File: src/rtl/alu_muldiv_seq.sv
// Clocked integer ALU with registered icc flags, a Y register and SPARC-style iterative multiply/divide.
// Build option ALU_FAST_MUL_EN: multiplies use a combinational multiplier and complete in one cycle.
//
// state | meaning
// IDLE  | waiting for start; single-cycle ops complete here
// RUN   | iterative multiply/divide step per cycle, busy=1
// FIN   | iterative result valid (done=1); a new start is accepted
module alu_muldiv_seq #(
   parameter int WIDTH = 32,
   parameter int SHW   = 5
) (
   input  logic             clk,
   input  logic             reset,
   input  logic             start,
   input  logic [5:0]       alu_operation,
   input  logic [WIDTH-1:0] a,
   input  logic [WIDTH-1:0] b,
   input  logic             y_we,
   input  logic [WIDTH-1:0] y_in,
   output logic             busy,
   output logic             done,
   output logic [WIDTH-1:0] alu_output,
   output logic [WIDTH-1:0] y_out,
   output logic             N_flag,
   output logic             Z_flag,
   output logic             V_flag,
   output logic             C_flag,
   output logic             dz_err
);

   localparam int MSB = WIDTH - 1;

   typedef enum logic [1:0] {S_IDLE, S_RUN, S_FIN} state_t;

   state_t             state_q, state_d;
   logic [SHW-1:0]     cnt_q;
   logic [WIDTH-1:0]   res_q, y_q, hi_q, lo_q, opnd_q;
   logic               n_q, z_q, v_q, c_q;
   logic               done_q, dz_q;
   logic               is_div_q, sgn_q, cc_q, neg_q, ovf_q;

   // single-cycle datapath
   logic               cin, sgn;
   logic [WIDTH:0]     add_full, sub_full;
   logic [WIDTH-1:0]   sc_res, sc_y;
   logic               sc_v, sc_c, sc_cc, sc_ywe, sc_dz;
   logic               is_mul, is_div, iter_op;

   assign cin      = alu_operation[3] & c_q;
   assign sgn      = alu_operation[0];
   assign add_full = {1'b0, a} + {1'b0, b} + {{WIDTH{1'b0}}, cin};
   assign sub_full = {1'b0, a} - {1'b0, b} - {{WIDTH{1'b0}}, cin};

`ifdef ALU_FAST_MUL_EN
   logic [2*WIDTH-1:0] ext_a, ext_b, fast_prod;
   assign ext_a     = {{WIDTH{sgn & a[MSB]}}, a};
   assign ext_b     = {{WIDTH{sgn & b[MSB]}}, b};
   assign fast_prod = ext_a * ext_b;
`endif

   always_comb begin
      sc_res = '0;
      sc_y   = '0;
      sc_v   = 1'b0;
      sc_c   = 1'b0;
      sc_cc  = 1'b0;
      sc_ywe = 1'b0;
      sc_dz  = 1'b0;
      is_mul = 1'b0;
      is_div = 1'b0;
      if (!alu_operation[5]) begin
         sc_cc = alu_operation[4];
         case (alu_operation[3:0])
            4'b0000, 4'b1000: begin
               sc_res = add_full[MSB:0];
               sc_c   = add_full[WIDTH];
               sc_v   = (a[MSB] == b[MSB]) && (add_full[MSB] != a[MSB]);
            end
            4'b0100, 4'b1100: begin
               sc_res = sub_full[MSB:0];
               sc_c   = sub_full[WIDTH];
               sc_v   = (a[MSB] != b[MSB]) && (sub_full[MSB] != a[MSB]);
            end
            4'b0001: sc_res = a & b;
            4'b0101: sc_res = a & ~b;
            4'b0010: sc_res = a | b;
            4'b0110: sc_res = a | ~b;
            4'b0011: sc_res = a ^ b;
            4'b0111: sc_res = ~(a ^ b);
            4'b1010, 4'b1011: begin
               is_mul = 1'b1;
`ifdef ALU_FAST_MUL_EN
               sc_res = fast_prod[MSB:0];
               sc_y   = fast_prod[2*WIDTH-1:WIDTH];
               sc_ywe = 1'b1;
`endif
            end
            4'b1110, 4'b1111: begin
               // only reaches the single-cycle path when b==0
               is_div = 1'b1;
               sc_res = '1;
               sc_cc  = 1'b0;
               sc_dz  = 1'b1;
            end
            default: sc_cc = 1'b0;
         endcase
      end else begin
         case (alu_operation[4:0])
            5'b00101: sc_res = a << b[SHW-1:0];
            5'b00110: sc_res = a >> b[SHW-1:0];
            5'b00111: sc_res = WIDTH'($signed(a) >>> b[SHW-1:0]);
            default:  sc_res = '0;
         endcase
      end
   end

`ifdef ALU_FAST_MUL_EN
   assign iter_op = is_div && (b != '0);
`else
   assign iter_op = (is_div && (b != '0)) || is_mul;
`endif

   // operand preparation at launch: magnitudes for signed ops, sign fixed at the end
   logic [2*WIDTH-1:0] dvd, dvd_mag;
   logic [WIDTH-1:0]   a_mag, b_mag;
   logic               ld_neg, ld_ovf;

   assign a_mag   = (sgn && a[MSB]) ? -a : a;
   assign b_mag   = (sgn && b[MSB]) ? -b : b;
   assign dvd     = {y_q, a};
   assign dvd_mag = (sgn && y_q[MSB]) ? -dvd : dvd;
   assign ld_neg  = sgn & ((is_div ? y_q[MSB] : a[MSB]) ^ b[MSB]);
   assign ld_ovf  = dvd_mag[2*WIDTH-1:WIDTH] >= b_mag;

   // one iteration step
   logic [WIDTH:0]     mul_sum, div_sh;
   logic [WIDTH-1:0]   div_r, step_hi, step_lo;
   logic               div_ge;

   assign mul_sum = {1'b0, hi_q} + (lo_q[0] ? {1'b0, opnd_q} : '0);
   assign div_sh  = {hi_q, lo_q[MSB]};
   assign div_ge  = div_sh >= {1'b0, opnd_q};
   assign div_r   = div_ge ? WIDTH'(div_sh - {1'b0, opnd_q}) : div_sh[MSB:0];
   assign step_hi = is_div_q ? div_r : mul_sum[WIDTH:1];
   assign step_lo = is_div_q ? {lo_q[MSB-1:0], div_ge} : {mul_sum[0], lo_q[MSB:1]};

   // final result of an iterative op, formed from the last step
   logic [2*WIDTH-1:0] prod, prod_f;
   logic [WIDTH-1:0]   lim, fin_res;
   logic               fin_v;

   assign prod   = {step_hi, step_lo};
   assign prod_f = neg_q ? -prod : prod;
   // largest signed quotient magnitude; also the saturation value
   assign lim    = neg_q ? {1'b1, {(WIDTH-1){1'b0}}} : {1'b0, {(WIDTH-1){1'b1}}};

   always_comb begin
      fin_res = prod_f[MSB:0];
      fin_v   = 1'b0;
      if (is_div_q) begin
         if (sgn_q) begin
            if (ovf_q || (step_lo > lim)) begin
               fin_res = lim;
               fin_v   = 1'b1;
            end else begin
               fin_res = neg_q ? -step_lo : step_lo;
            end
         end else if (ovf_q) begin
            fin_res = '1;
            fin_v   = 1'b1;
         end else begin
            fin_res = step_lo;
         end
      end
   end

   always_comb begin
      state_d = state_q;
      case (state_q)
         S_IDLE, S_FIN: state_d = (start && iter_op) ? S_RUN : S_IDLE;
         S_RUN:         if (cnt_q == '0) state_d = S_FIN;
         default:       state_d = S_IDLE;
      endcase
   end

   always_ff @(posedge clk) begin
      if (reset) begin
         state_q  <= S_IDLE;
         cnt_q    <= '0;
         res_q    <= '0;
         y_q      <= '0;
         hi_q     <= '0;
         lo_q     <= '0;
         opnd_q   <= '0;
         {n_q, z_q, v_q, c_q} <= 4'b0000;
         done_q   <= 1'b0;
         dz_q     <= 1'b0;
         is_div_q <= 1'b0;
         sgn_q    <= 1'b0;
         cc_q     <= 1'b0;
         neg_q    <= 1'b0;
         ovf_q    <= 1'b0;
      end else begin
         state_q <= state_d;
         done_q  <= 1'b0;
         dz_q    <= 1'b0;
         if (y_we && (state_q != S_RUN)) y_q <= y_in;
         if (state_q == S_RUN) begin
            hi_q  <= step_hi;
            lo_q  <= step_lo;
            cnt_q <= cnt_q - 1'b1;
            if (cnt_q == '0) begin
               done_q <= 1'b1;
               res_q  <= fin_res;
               if (!is_div_q) y_q <= prod_f[2*WIDTH-1:WIDTH];
               if (cc_q) {n_q, z_q, v_q, c_q} <= {fin_res[MSB], fin_res == '0, fin_v, 1'b0};
            end
         end else if (start) begin
            if (iter_op) begin
               cnt_q    <= '1;
               is_div_q <= !is_mul;
               sgn_q    <= sgn;
               cc_q     <= alu_operation[4];
               neg_q    <= ld_neg;
               ovf_q    <= is_div ? ld_ovf : 1'b0;
               opnd_q   <= b_mag;
               hi_q     <= is_div ? dvd_mag[2*WIDTH-1:WIDTH] : '0;
               lo_q     <= is_div ? dvd_mag[MSB:0] : a_mag;
            end else begin
               done_q <= 1'b1;
               dz_q   <= sc_dz;
               res_q  <= sc_res;
               if (sc_ywe) y_q <= sc_y;
               if (sc_cc) {n_q, z_q, v_q, c_q} <= {sc_res[MSB], sc_res == '0, sc_v, sc_c};
            end
         end
      end
   end

   assign busy       = (state_q == S_RUN);
   assign done       = done_q;
   assign dz_err     = dz_q;
   assign alu_output = res_q;
   assign y_out      = y_q;
   assign N_flag     = n_q;
   assign Z_flag     = z_q;
   assign V_flag     = v_q;
   assign C_flag     = c_q;

endmodule

File: config.mk
export PLATFORM = sky130hd
export DESIGN_NAME = alu_muldiv_seq
export DESIGN_NICKNAME = d
export VERILOG_FILES = /design/src/rtl/alu_muldiv_seq.sv
export SDC_FILE = /design/constraint.sdc
export NUM_CORES = 2
export LEC_CHECK = 0
export CORE_MARGIN = 2
export CORE_UTILIZATION = 40
export CTS_CLUSTER_SIZE = 12
export DETAILED_ROUTE_END_ITERATION = 10
export SYNTH_ARGS = -nofsm -noshare
export SYNTH_HDL_FRONTEND = slang
export SYNTH_SLANG_ARGS = --single-unit
File: constraint.sdc
create_clock -name clk -period 9.7 [get_ports clk]
set_clock_uncertainty 0.1 [all_clocks]
set_input_delay 1.94 -clock clk [delete_from_list [all_inputs] [get_ports clk]]
set_output_delay 1.94 -clock clk [all_outputs]
set_load 0.005 [all_outputs]
* Word-level counts from Yosys, hierarchy flattened
Index checks and enable logic that the tools add are counted.
Word-level totals: bits in registers 178, input bits 106, output and inout bits 71, logic and storage cells 188
Operators by class: add/sub/neg operators 12, magnitude comparators 3, eq/ne operators 26, shifts and indexed selects 3, mux-type cells 83, bitwise logic cells 12, reductions and logical operators 31
Operator list (number):
- 2-to-1 mux 32 bit | 29
- one-hot mux 32 bit (9 select lines) | 1
- 2-to-1 mux 64 bit | 2
- negation 64 bit | 2
- negation 32 bit | 3
- one-hot mux 32 bit (3 select lines) | 1
- adder 32 x 32 -> 33 bit | 2
- bitwise AND 32 bit | 2
- logical NOT 32 bit | 2
- inverter 32 bit | 2
- bitwise OR 32 bit | 2
- 2-to-1 mux 1 bit | 43
- adder 33 x 1 -> 33 bit | 1
- >= comparator 33 x 32 -> 1 bit | 1
- subtractor 32 x 32 -> 33 bit | 1
- subtractor 33 x 1 -> 33 bit | 1
- >= comparator 32 bit | 1
- greater-than comparator 32 bit | 1
- nonzero test 32 bit | 1
- left shift 32 x 5 -> 32 bit | 1
- >> shifter 32 x 5 -> 32 bit | 1
- >>> shifter 32 x 5 -> 32 bit | 1
- subtractor 32 bit | 1
- XOR 32 bit | 1
- other kinds (32) | 67

* Depth between registers and ports, before layout
depth after elaboration 12, gate-level depth with buffers 26, mapped depth without buffers 23

* Least setup slack after synthesis
No wires, ideal clock.
kind input-to-reg, start point input port alu_operation[3], end point register z_q, in the netlist Z_flag, setup time 0.087 ns, arrival time 6.602 ns, setup slack 2.911 ns, cell stages on the path 20, buffers on the path 5, cells stage by stage clkbuf_1 -> clkbuf_1 -> clkbuf_1 -> clkbuf_1 -> buf_1 -> nand2_1 -> inv_1 -> fa_1 -> ha_1 -> o211a_1 -> a2111oi_0 -> a211oi_1 -> o31ai_1 -> a21oi_1 -> nor3_1 -> nor3b_1 -> or4_1 -> nor4_1 -> nand4_1 -> o31ai_1
Between the ends: longest elaborated chain between the ends 9, elaborated cells between the ends (all ways) 44, classes of those cells 2 x add/sub; 17 x eq/ne; 13 x mux; 1 x bitwise; 11 x reduce/logical
Ends and longest elaborated chain:
- start, declared | RTL line 15 | input logic [5:0] alu_operation,
- bitwise AND 1 bit, or another cell as far along | RTL line 49 | assign cin = alu_operation[3] & c_q;
- subtractor 33 x 1 -> 33 bit, or another cell as far along | RTL line 52 | assign sub_full = {1'b0, a} - {1'b0, b} - {{WIDTH{1'b0}}, cin};
- one-hot mux 32 bit (9 select lines) | RTL line 73 | case (alu_operation[3:0])
- 2-to-1 mux 32 bit | RTL line 71 | if (!alu_operation[5]) begin
- logical NOT 32 bit | RTL line 234 | if (sc_cc) {n_q, z_q, v_q, c_q} <= {sc_res[MSB], sc_res == '0, sc_v, sc_c};
- 2-to-1 mux 1 bit | RTL line 234
- 2-to-1 mux 1 bit | RTL line 219 | if (iter_op) begin
- 2-to-1 mux 1 bit | RTL line 218 | end else if (start) begin
- 2-to-1 mux 1 bit | RTL line 208 | if (state_q == S_RUN) begin
- end signal, assigned | RTL line 216 | if (cc_q) {n_q, z_q, v_q, c_q} <= {fin_res[MSB], fin_res == '0, fin_v, 1'b0};
- end signal, assigned | RTL line 234
- end, declared | RTL line 38 | logic n_q, z_q, v_q, c_q;
Several ways; a longest one is shown, not always the timed one. The select of a mux whose other input is x is not followed. A chain may end at the register's enable or synchronous reset.

* Worst setup path after layout
start point register opnd_q[26], end point register z_q, in the netlist Z_flag
Between the ends: longest elaborated chain between the ends 11, elaborated cells between the ends (all ways) 16, classes of those cells 2 x add/sub; 2 x order compare; 10 x mux; 2 x reduce/logical
Ends and longest elaborated chain:
- start, declared | RTL line 37 | logic [WIDTH-1:0] res_q, y_q, hi_q, lo_q, opnd_q;
- start signal, assigned | RTL line 226 | opnd_q <= b_mag;
- >= comparator 33 x 32 -> 1 bit * | RTL line 142 | assign div_ge = div_sh >= {1'b0, opnd_q};
- 2-to-1 mux 32 bit * | RTL line 145 | assign step_lo = is_div_q ? {lo_q[MSB-1:0], div_ge} : {mul_sum[0], lo_q[MSB:1]};
- negation 32 bit or greater-than comparator 32 bit (tied branches) | RTL line 166, 162
- 2-to-1 mux 32 bit or logical OR 1 bit (tied branches) | RTL line 166, 162
- 2-to-1 mux 32 bit | RTL line 162 | if (ovf_q || (step_lo > lim)) begin
- 2-to-1 mux 32 bit | RTL line 161 | if (sgn_q) begin
- 2-to-1 mux 32 bit * | RTL line 160 | if (is_div_q) begin
- logical NOT 32 bit * | RTL line 216
- 2-to-1 mux 1 bit * | RTL line 216
- 2-to-1 mux 1 bit * | RTL line 212 | if (cnt_q == '0) begin
- 2-to-1 mux 1 bit * | RTL line 208
Every way passes the cells marked *; elsewhere a longest branch is shown, timed or not. The select of a mux whose other input is x is not followed.

==> reports/qor.yml <==
outcome:
  outcome: "complete, no violations"
floorplan:
  ioPinCount: 177
  die_w_um: 275
  dieHeight_um: 275
  num_rows: 99
  core_um2: 72800
  design.die.area_um2: 75600
  start_util_pct: 40.3
layout:
  fillers: 7672
  instances_no_fill: 5098
  layout_commonest_cell: "nand2_1"
  syn2layout_area_growth_pct: 10.0
  drive_gt1_share_pct: 7.16
  final_cell_mix: "nand2_1, nor2_1, a21oi_1"
  nNetsFinal: 4462
synth:
  synthFlopType: "dfxtp_1"
  syn_inst: 4171
  ys_seq_area_share_pct: 12.1
  synth_edf_count: 0
  ys_seq_elements: 178
  synth-async-reset-ratio_pct: 0
  syn_nets: 4510
  yosysWarnings: 0
  yosysUniqueCellTypes: 112
  syn_area_per_cell_um2: 7.04
  synth_area_um2: 29400
timing:
  finalHoldViolCount: 0
  tightest_slew_ns: 1.40
  rsz0062_at_grt: "false"
  period_minus_slack_ns: 7.51
  slew-limit-headroom_pct: 5.42
  fmax_ghz: 0.133
  drv_slew: 0
  tns_ns: 0
  finalCritPeriodShare_pct: 77.4
  finalSetupViolCount: 0
drt:
  drt-initial-drc-count: 4692
  wl_um: 147000
  vias_per_cell: 6.73
  drt-wirelength-per-cell_um: 28.8
  postRouteAntennaNets: 0
  num_vias: 34298
  route.detailed.drc: 0
  first_pass_iters: 8
power_and_ir_drop:
  vdd_drop_max_mv: 0.140
  power.density_nw_per_um2: 103
  p_leak_nw: 12.5
  power.total_mw: 3.32
critical_path:
  worstRegToRegCells: 21
  endpoint_kind: "register"
  critPathRequiredTime_ns: 10.02
  r2r-start: "opnd_q[26]"
  cp-start-kind: "register"
  critPathKind: "reg2reg"
  cp_max_fo: 9
  reg2reg_to: "Z_flag"
  rrSetupSlack_ns: 2.19
  crit_arrival_ns: 7.83
clocking:
  cts_sinks: 178
  post-cts-setup-buffer-count: 0
  clk_latency_ns: 0.51
  cts_made_buffers: 17
  cts_max_path_buffers: 2
  hold_buffers: 0
  cts.repair.resized: 0
  clockRootBuffer: "clkbuf_16"
  htree_levels: 4
  clkTransAtPathRegs_ns: 0.08
  cts_tree: "built"
global_route:
  grt.total_usage_pct: 37.6
  grt_pass1_vias: 30782
  grt_pass1_wl_um: 212000
  grt_max_degree: 87
  antenna_found_initial: 6
  overflow: 0
place:
  dp.cells: 5062
  gp_congestion: 1.06
  io_buffers: 176
  hpwl_um: 114000
min_path:
  hold_end: "alu_output[17]"
  min_path_type: "reg2reg"
  hold_path_depth: 2
  min-delay-start: "alu_output[17]"
flow_run:
  max_cap_viol_count: 0
[stage by stage]
stage | worst slack (ns) | util (%) | area (um^2) | hold WS, ns
4_1_cts | 2.42 | 44.3 | 32300 | 0.352
5_1_grt | 1.90 | 44.4 | 32300 | 0.376
3_5_place_dp | 1.94 | 43.5 | 31700 | 0.342
2_1_floorplan | 2.91 | - | 29400 | 0.336
3_3_place_gp | 2.04 | 43.5 | 31700 | 0.339
6_report | 2.19 | 44.4 | 32300 | 0.357
[synth_stat cells, drive strengths merged (28+ instances only)]
cell	number	share of area (%)
a21oi	363	6.2
clkbuf	256	3.3
o21ai	274	4.7
nand2	420	5.4
nand2b	47	1.0
nor4	42	1.0
xnor2	171	5.1
nand3	89	1.5
nor2	387	5.0
a21o	44	1.1
a211oi	107	2.8
nand4	44	0.98
and3	32	0.68
dfxtp	178	12
a22oi	37	0.95
mux4	44	3.4
o31ai	61	1.6
or3	42	0.91
buf	74	1.2
xor2	88	2.6
inv	181	2.3
and2	51	1.1
nor2b	28	0.60
o211ai	84	2.1
a31oi	56	1.2
ha	227	9.7
nor3	106	1.8
mux2	56	2.2
o21a	32	0.82
o22ai	49	1.0
a221oi	44	1.3
mux2i	89	3.0
[critical path, stage by stage, from the launching register on]
cell and delay [ns]:
dfxtp_1 0.36, inv_1 0.05, ha_1 0.39, a21oi_1 0.24, o21ai_1 0.22, a2111oi_2 0.92, o211a_1 0.56, a31oi_1 0.24
inv_1 0.17, ha_1 0.22, nor4b_1 0.36, o221ai_1 0.37, or2_1 0.45, o41ai_2 0.36, xor2_1 0.22, nor2b_1 0.07
a221oi_1 0.73, o221ai_1 0.39, nor4_2 0.47, nand4_1 0.14, o31a_1 0.31, o31ai_1 0.06
[sequential cells by signal (all words and copies together) (netlist names)]
name,cells
is_div_q,1
cc_q,1
state_q,2
cnt_q,5
lo_q,32
dz_err,1
opnd_q,32
sgn_q,1
Z_flag,1
hi_q,32
neg_q,1
ovf_q,1
C_flag,1
y_out,32
V_flag,1
done,1
N_flag,1
alu_output,32
[metal layers]
metal  global-route usage (%)  up-vias  share of wire [%]
met5                        0        -              0.028
met4                     21.9        6                6.9
met3                     7.62      436                 11
met2                     56.2     2230                 42
met1                     49.9    16178                 40
li1                         -    15448                  -
[cell families (layout without fill, tap and decap cells)]
group,count (synthesis),in the layout,synth area share [%]
AO/OA/AOI/OAI,1410,1410,31.9
XOR/XNOR,259,259,7.72
adder cells (fa/ha/maj),233,233,10.1
buffers and inverters,514,479,6.86
flip-flops,178,178,12.1
multiplexers,189,189,8.58
other,0,3,0
AND/OR/NAND/NOR,1388,1388,22.8
[final cells by class]
class	count	area, um^2	share of cell area (%)
clock inverters	14	159	0.492
repair buffers	263	2390	7.38
well taps	959	1200	3.71
flip-flops and latches	178	3570	11.1
inverters	184	693	2.15
clock buffers	18	439	1.36
diodes	3	7.51	0.0232
multi-input cells	3479	23900	73.8
[where the power goes]
group	total (mW)	switching, mW	internal, mW
Sequential	0.814	0.0513	0.762
Clock	0.749	0.375	0.374
Combinational	1.76	1.16	0.604
[worst max path at each step]
| stage | start | endpoint | depth (start not counted) |
|---|---|---|---|
| after floorplan | alu_operation[3] | Z_flag | 20 |
| after global placement | a[8] | ovf_q | 22 |
| after detailed placement | a[7] | ovf_q | 22 |
| after CTS | opnd_q[26] | Z_flag | 22 |
| after global routing | a[8] | ovf_q | 22 |
| final | opnd_q[26] | Z_flag | 21 |
Note: power is estimated with default switching activity, not from simulation.
